--- config.mk ---
export PLATFORM = sky130hd
export DESIGN_NAME = instruction_sequencer
export DESIGN_NICKNAME = d
export VERILOG_FILES = /design/src/rtl/instruction_sequencer_pkg.sv /design/src/rtl/instruction_sequencer_instr_mem.sv /design/src/rtl/instruction_sequencer.sv
export SDC_FILE = /design/constraint.sdc
export NUM_CORES = 1
export LEC_CHECK = 0
export BUFFER_PORTS_ARGS = -buffer_cell sky130_fd_sc_hd__buf_2
export CORE_UTILIZATION = 40
export DETAILED_ROUTE_END_ITERATION = 8
export PLACE_DENSITY = 0.55
export REMOVE_ABC_BUFFERS = 1
export SLEW_MARGIN = 40
export SYNTH_ARGS = -nofsm -noshare
export SYNTH_HDL_FRONTEND = slang
export SYNTH_SLANG_ARGS = --single-unit
export TNS_END_PERCENT = 20
--- constraint.sdc ---
create_clock -name clk -period 7.15 [get_ports clk]
set_input_delay 0.3575 -clock clk [delete_from_list [all_inputs] [get_ports clk]]
set_output_delay 0.3575 -clock clk [all_outputs]
set_load 0.01 [all_outputs]
--- src/rtl/instruction_sequencer_pkg.sv ---
// Shared definitions for the instruction sequencer: instruction layout,
// opcode and register codes, and the sequencer state encoding.
package instruction_sequencer_pkg;

   localparam int INSTR_W = 11;
   localparam int DEPTH   = 16;
   localparam int ADDR_W  = 4;

   // Opcodes understood by control_circuit; anything with bit 2 set is undefined
   localparam logic [2:0] OP_LOAD = 3'b000;
   localparam logic [2:0] OP_MOV  = 3'b001;
   localparam logic [2:0] OP_ADD  = 3'b010;
   localparam logic [2:0] OP_SUB  = 3'b011;

   // Register codes for the rx / ry fields
   localparam logic [3:0] REG_R1 = 4'b0001;
   localparam logic [3:0] REG_R2 = 4'b0010;
   localparam logic [3:0] REG_R3 = 4'b0011;
   localparam logic [3:0] REG_R4 = 4'b0100;

   // Sequencer state encoding
   localparam logic [2:0] ST_IDLE   = 3'd0;
   localparam logic [2:0] ST_FETCH  = 3'd1;
   localparam logic [2:0] ST_ISSUE  = 3'd2;
   localparam logic [2:0] ST_FINISH = 3'd3;
   localparam logic [2:0] ST_ERROR  = 3'd4;

   // Opcodes 3'b1xx are undefined and must never reach control_circuit
   function automatic logic opcode_illegal(input logic [2:0] op);
      return op[2];
   endfunction

endpackage

--- src/rtl/instruction_sequencer_instr_mem.sv ---
// Program memory: synchronous write, registered read, no reset.
// A write to the address being read in the same cycle returns the new data,
// so a program written on the start cycle is the one that gets fetched.
module instruction_sequencer_instr_mem
   import instruction_sequencer_pkg::*;
#(
   parameter int W  = INSTR_W,
   parameter int D  = DEPTH,
   parameter int AW = ADDR_W
) (
   input  logic          clk,
   input  logic          we,
   input  logic [AW-1:0] waddr,
   input  logic [W-1:0]  wdata,
   input  logic [AW-1:0] raddr,
   output logic [W-1:0]  rdata
);

   logic [W-1:0] mem_q [D];

   // Write port plus registered read with write-first forwarding
   always_ff @(posedge clk) begin
      if (we) begin
         mem_q[waddr] <= wdata;
      end
      if (we && (waddr == raddr)) begin
         rdata <= wdata;
      end else begin
         rdata <= mem_q[raddr];
      end
   end

endmodule

--- src/rtl/instruction_sequencer.sv ---
// Instruction sequencer: fetches the stored program in order and hands each
// instruction to control_circuit, holding it until Done. Halts on an
// undefined opcode, on reaching last_addr, or on a stop request.
module instruction_sequencer
   import instruction_sequencer_pkg::*;
(
   input  logic               clk,
   input  logic               reset,
   input  logic               prog_we,
   input  logic [ADDR_W-1:0]  prog_addr,
   input  logic [INSTR_W-1:0] prog_data,
   input  logic [ADDR_W-1:0]  last_addr,
   input  logic               start,
   input  logic               stop,
   input  logic               Done,
   output logic [INSTR_W-1:0] INSTRUCTION,
   output logic               instr_valid,
   output logic [ADDR_W-1:0]  pc,
   output logic               busy,
   output logic               finished,
   output logic               err
);

   logic [2:0]         state_q, state_d;
   logic [ADDR_W-1:0]  pc_q, pc_d;
   logic [ADDR_W-1:0]  last_q, last_d;
   logic [INSTR_W-1:0] instr_q, instr_d;
   logic               valid_q, valid_d;
   logic               fin_q, fin_d;
   logic               err_q, err_d;
   logic               stop_pend_q, stop_pend_d;
   logic [INSTR_W-1:0] rd_data;
   logic               busy_w;

   assign busy_w = (state_q == ST_FETCH) || (state_q == ST_ISSUE);

   // The read address is the next pc, so the word for pc is ready during FETCH
   instruction_sequencer_instr_mem u_mem (
      .clk   (clk),
      .we    (prog_we && !busy_w),
      .waddr (prog_addr),
      .wdata (prog_data),
      .raddr (pc_d),
      .rdata (rd_data)
   );

   // Next-state logic: FSM transitions, pc advance, stop latch and sticky flags
   always_comb begin
      state_d     = state_q;
      pc_d        = pc_q;
      last_d      = last_q;
      instr_d     = instr_q;
      valid_d     = valid_q;
      fin_d       = fin_q;
      err_d       = err_q;
      stop_pend_d = stop_pend_q;
      case (state_q)
         ST_IDLE, ST_FINISH, ST_ERROR: begin
            if (start) begin
               state_d     = ST_FETCH;
               pc_d        = '0;
               last_d      = last_addr;
               fin_d       = 1'b0;
               err_d       = 1'b0;
               stop_pend_d = 1'b0;
            end
         end
         ST_FETCH: begin
            if (stop) begin
               stop_pend_d = 1'b1;
            end
            if (opcode_illegal(rd_data[INSTR_W-1 -: 3])) begin
               state_d     = ST_ERROR;
               err_d       = 1'b1;
               stop_pend_d = 1'b0;
            end else begin
               state_d = ST_ISSUE;
               instr_d = rd_data;
               valid_d = 1'b1;
            end
         end
         ST_ISSUE: begin
            if (Done) begin
               valid_d = 1'b0;
               if (pc_q == last_q) begin
                  state_d     = ST_FINISH;
                  fin_d       = 1'b1;
                  stop_pend_d = 1'b0;
               end else if (stop_pend_q || stop) begin
                  state_d     = ST_IDLE;
                  stop_pend_d = 1'b0;
               end else begin
                  state_d = ST_FETCH;
                  pc_d    = pc_q + {{(ADDR_W-1){1'b0}}, 1'b1};
               end
            end else if (stop) begin
               stop_pend_d = 1'b1;
            end
         end
         default: begin
            state_d = ST_IDLE;
            valid_d = 1'b0;
         end
      endcase
   end

   // State registers; reset abandons any instruction in flight, memory is untouched
   always_ff @(posedge clk) begin
      if (reset) begin
         state_q     <= ST_IDLE;
         pc_q        <= '0;
         last_q      <= '0;
         instr_q     <= '0;
         valid_q     <= 1'b0;
         fin_q       <= 1'b0;
         err_q       <= 1'b0;
         stop_pend_q <= 1'b0;
      end else begin
         state_q     <= state_d;
         pc_q        <= pc_d;
         last_q      <= last_d;
         instr_q     <= instr_d;
         valid_q     <= valid_d;
         fin_q       <= fin_d;
         err_q       <= err_d;
         stop_pend_q <= stop_pend_d;
      end
   end

   assign INSTRUCTION = instr_q;
   assign instr_valid = valid_q;
   assign pc          = pc_q;
   assign busy        = busy_w;
   assign finished    = fin_q;
   assign err         = err_q;

endmodule

After elaboration in Yosys (flattened, before gate mapping)
Memory sizes are Yosys's and may differ from the RTL's. A register that Yosys moved wholly into a read port is not among the register bits. Index checks and enable logic that the tools add are counted.

Register bits after elaboration: 25. Bits in writable memories: 176. Input port bits: 25. Memories kept: 1. Output and inout bits: 19.

Bitwise gates (word level): 2. Equality and inequality tests: 11. Add/subtract/negate cells: 1. Multiplexer cells: 28. Reduce and logical (&&, ||, !) cells: 16.

Memories: u_mem.mem_q (depth 16, bits a word 11, read ports 1, clocked after Yosys merged registers in 1, write ports 1, line instruction_sequencer_instr_mem.sv:19) `logic [W-1:0] mem_q [D];`.

Operator list (count): $mux 4 (4); $mux 1 (14); $mux 3 (3); $pmux 3 s3 (1); $reduce_and 3->1 (3); $pmux 4 s2 (1); $eq 3x2->1 const B (2); $ne 2x2->1 const B (3); $pmux 1 s3 (2); $reduce_and 2->1 (3); $add 4x1->4 const B (1); $eq 4x4->1 (1); $ne 2x1->1 const B (2); $ne 4x2->1 const B (1); $pmux 1 s2 (2); $reduce_and 4->1 (1); $reduce_bool 2->1 (2); $eq 3x1->1 const B (1); $eq 3x3->1 const B (1); $logic_not 3->1 (1); $reduce_bool 3->1 (1); $reduce_or 3->1 (1); $logic_or 1x1->1 (2); $mux 2 (1); 3 further kinds (4).

Depth between registers and ports, before layout
Word-level depth: 6. Mapped depth: 7.

By module
From an unflattened synthesis, not the netlist that was laid out.

Cell total of the unflattened synthesis: 460. Area total of the unflattened synthesis: 8140.3 um^2.

By module, submodules not included: instruction_sequencer_instr_mem (times used 1, cells an instance 298, area each 6857.8 um^2); instruction_sequencer (times used 1, cells an instance 162, area each 1282.5 um^2).

Worst setup path after synthesis
OpenSTA, ideal clock, no wires.

Path type: flip-flop to flip-flop. Start point: register state_q[0]. End point: memory u_mem.mem_q[0][0] (netlist bit), enable pin. Stages on the path, launching flop included: 7. Path buffers: 1. Arrival: 2026 ps. Setup time: 393 ps. Clock period less this slack: 2419 ps. Path slack: 4731 ps. Cells stage by stage: dfxtp_1 buf_2 xor2_1 nand2b_1 nand2_1 or3_1 nor3_1.

Cells in the longest elaborated chain, start to end: 6. Elaborated cells between the ends (all ways): 7. Those cells by class: 2 x eq/ne; 2 x mux; 3 x reduce/logical.

RTL lines: start: declaration (line instruction_sequencer.sv:24) `logic [2:0] state_q, state_d;`; start signal: assignment (line instruction_sequencer.sv:119) `state_q <= state_d;`; $eq 3x1->1 / $eq 3x2->1 (equally long branches) (line instruction_sequencer.sv:35) `assign busy_w = (state_q == ST_FETCH) || (state_q == ST_ISSUE);`; $logic_or 1x1->1 (*) (line instruction_sequencer.sv:35); $logic_not 1->1 (*) (line instruction_sequencer.sv:40) `.we (prog_we && !busy_w),`; $logic_and 1x1->1 (*) (line instruction_sequencer.sv:40); $mux 1 (*) (line instruction_sequencer_instr_mem.sv:23) `if (we) begin`; $mux 1 (implied by the code) (*) (line instruction_sequencer_instr_mem.sv:24) `mem_q[waddr] <= wdata;`; end: declaration (line instruction_sequencer_instr_mem.sv:19).

Every way passes the cells marked *; elsewhere a longest branch is shown, timed or not.

==> impl_results.md <==
- Initial antenna violation count: 0
- Initial Util: 40.87%
- Power Density: between 200 and 300 nW/um^2
- YS warnings: 0
- Slew Viols, Final: 0
- Seq. cell area: between 5000 and 6000 um^2
- WL/cell: around 21 um
- H-tree levels: 1
- Post-synth EDFFs: about 180
- Antenna viol nets, final: 0
- Overall Global Routing Usage: between 10% and 20%
- Remaining DRCs: 0
- Synth Area per Inst: 18.67 um^2
- Maxcap violations: 0
- Postcts setup bufs: 0
- Area fraction of the dominant cell type after synthesis: around two thirds
- Peak supply drop: 0.0001418 V
- Worst hold slack: 92.75 ps
- Post-synth top flop: edfxtp_1
- Post-Syn Area: 7954 um^2
- # IOs: 44
- Status: complete, no violations
- R2R cell count: 5
- Synth area leaders: edfxtp_1 (66%), mux4_2 (12%), dfxtp_1 (7.3%)
- Root Driver: clkbuf_16
- Starting DRC count in detailed routing: 301
- Sum of negative setup slack: 0 ps
- Detailed Route WL: 16.32 mm
- Clk pin slew, worst setup/hold paths: approximately 60 ps
- Vias per cell: 5.301
- Crit-path max cell delay: 690 ps
- Worst EP required: 7510 ps
- Seq/Total Area, Yosys: 73.75%
- Asr flop ratio synth: 0%
- CTS Hold Bufs: 0
- Max Freq: 319.8 MHz
- Pwr Total: about 2600 uW
- Worst Skew: 12.63 ps
- Chip width: 143.0 um
- Endpoint class of the critical path: register
- Share of layout cells above drive strength 1: between 20% and 30%
- Buffers added on ports: 42
- WS Path Type: register to register
- Clock sink count: around 210
- Leakage: 0.003010 uW
- CORE AREA: between 15000 and 20000 um^2
- Largest area contributor in the netlist: edfxtp_1
- Die area: 20450 um^2
- CTS tree: built
- Tmin final: 3127 ps
- Worst EP arrival: ~3500 ps
- Final hold vios: 0
- FP Rows: 51
- Worst Path Buf+Inv: 1
- Final setup viols: 0
- Fillers: 1669
- Slew margin rel.: 48.71%
- DPL Wire Length: 10.04 mm
- Vias in the first global route: 4167
- Slowest cell on crit path: dfxtp_2
- Top delay family on crit path: compound AO/OA/AOI/OAI gates
- Final global-route overflow total: 0
- Clock buffer depth: 3
- RSZ-0062 raised after global routing: false
- Post-synthesis cell type count: 42
- Placer Congestion: ~0.81
- Startpoint type of the worst setup path: register
- Final cycle utilization of the critical path: between 40% and 50%
- Hold WC Path Type: input port to register
- Final #Nets: 516
- Critical path fanouts, max: 27
- Post-cts sizing count: 0
- # diodes: 0
- Footprint of the multi-input gates: 2003 um^2
- Router iterations before antenna repair: 4
- R2R setup slack: 4020 ps
- Largest net degree at the start of global routing: 49
- Instance count on the critical path: 5
- #FFs+latches synth: 205
- DR vias: 4082
- Critical-path cell list: buf_4, mux4_2, a22oi_2, or2_1, o21ai_0
- Synthesis-to-layout area growth: 15.65%
- Setup crit end: INSTRUCTION[2]
- Slew @ Worst Pin: 769.4 ps
- Synth Instances: approximately 430
- R2R Path End: INSTRUCTION[2]
- Chip height: between 100 and 150 um
- Final worst slack: 4023 ps
- Num CTS Buffers: 22
- DP Worst Slack: 3926 ps
- Clock Latency Late Sink: roughly 500 ps
- First-pass GRT wire length: between 20 and 30 mm
==> worst min path at each step <==
stage | slack (ps) | endpoint | depth (start not counted) | startpoint
floorplan | 430 | instr_valid | 1 | reset
global placement | 470 | INSTRUCTION[8] | 2 | INSTRUCTION[8]
detailed placement | 470 | INSTRUCTION[9] | 2 | INSTRUCTION[9]
CTS | 70 | last_q[2] | 3 | last_addr[2]
global route | 90 | last_q[3] | 3 | last_addr[3]
finish | 90 | last_q[3] | 3 | last_addr[3]
==> metrics by stage <==
stage / instance area (um^2) / util (%) / std cells
floorplan: 7849 / - / 406
global route: 9199 / 47.26 / 770
global placement: 8548 / 43.92 / 731
finish: 9199 / 47.26 / 770
detailed placement: 8553 / 43.95 / 731
CTS: 9196 / 47.25 / 770
==> report_power, final <==
group	leakage, uW	internal, uW	total [uW]	switching [uW]
Clock	0.000320	586	1020	433
Combinational	0.000866	71.7	187	116
Sequential	0.00182	1340	1360	23.1
Total	0.00301	1990	2560	572
==> final cells by class <==
type	instances	area share, %
flip-flops and latches	205	63.79
multi-input cells	199	21.78
clock buffers	29	6.502
repair buffers	60	3.754
well taps	265	3.604
clock inverters	10	0.4897
inverters	2	0.08161
==> registers in the layout (all words and copies together) (netlist names), named ones only <==
name         cells
last_q           4
state_q          3
stop_pend_q      1
pc               4
err              1
instr_valid      1
finished         1
u_mem.mem_q    176
INSTRUCTION     10
==> cell usage after synthesis, drive strengths merged, types with 7 or more instances <==
cell type / instances
dfxtp: 29
o21ai: 17
mux4: 42
a21oi: 9
nor2: 22
buf: 14
nor3: 7
edfxtp: 176
nand3b: 10
nand2: 11
mux2i: 13
a221oi: 10
a22o: 11
==> cell families (layout without fill, tap and decap cells) <==
kind of cell / count (synthesis) / count (layout) / synth area share (%)
flops: 205 / 205 / 73.75
mux: 55 / 55 / 13.53
fa+ha+maj: 1 / 1 / 0.1573
other cells: 1 / 1 / 0.04715
compound gates: 60 / 60 / 5.348
simple gates: 77 / 77 / 5.207
xor+xnor: 5 / 5 / 0.5505
buf+inv: 22 / 101 / 1.416
==> layer usage <==
layer	up-vias	global-route usage, %	share of wire (%)
met5	-	0	0
met4	0	4.697	1.4
met3	18	2.414	4.1
met2	75	27.39	49
met1	2128	23.46	45
li1	1861	-	-
==> placed cells by master, fill, tap and decap left out, types with 3 or more instances in the layout <==
cell type and instances:
edfxtp_1 176, mux4_2 42, buf_2 42, dfxtp_1 27, clkbuf_16 23, nor2_1 21, buf_4 18, o21ai_0 16
mux2i_1 13, nand2_1 11, a22o_1 11, a221oi_1 10, nand3b_1 10, a21oi_1 9, nand2b_1 6, clkbuf_1 6
clkinv_2 6, xor2_1 5, nor3_2 4, clkinv_1 4, nor3b_1 3, and2_1 3, nand4b_1 3, or3_1 3
nor3_1 3
==> worst reg2reg max path: stages (launching register included) <==
cell and delay (ps):
dfxtp_2 690, buf_4 590, mux4_2 630, a22oi_2 600, or2_1 340, o21ai_0 150
Note: power is estimated with default switching activity, not from simulation.
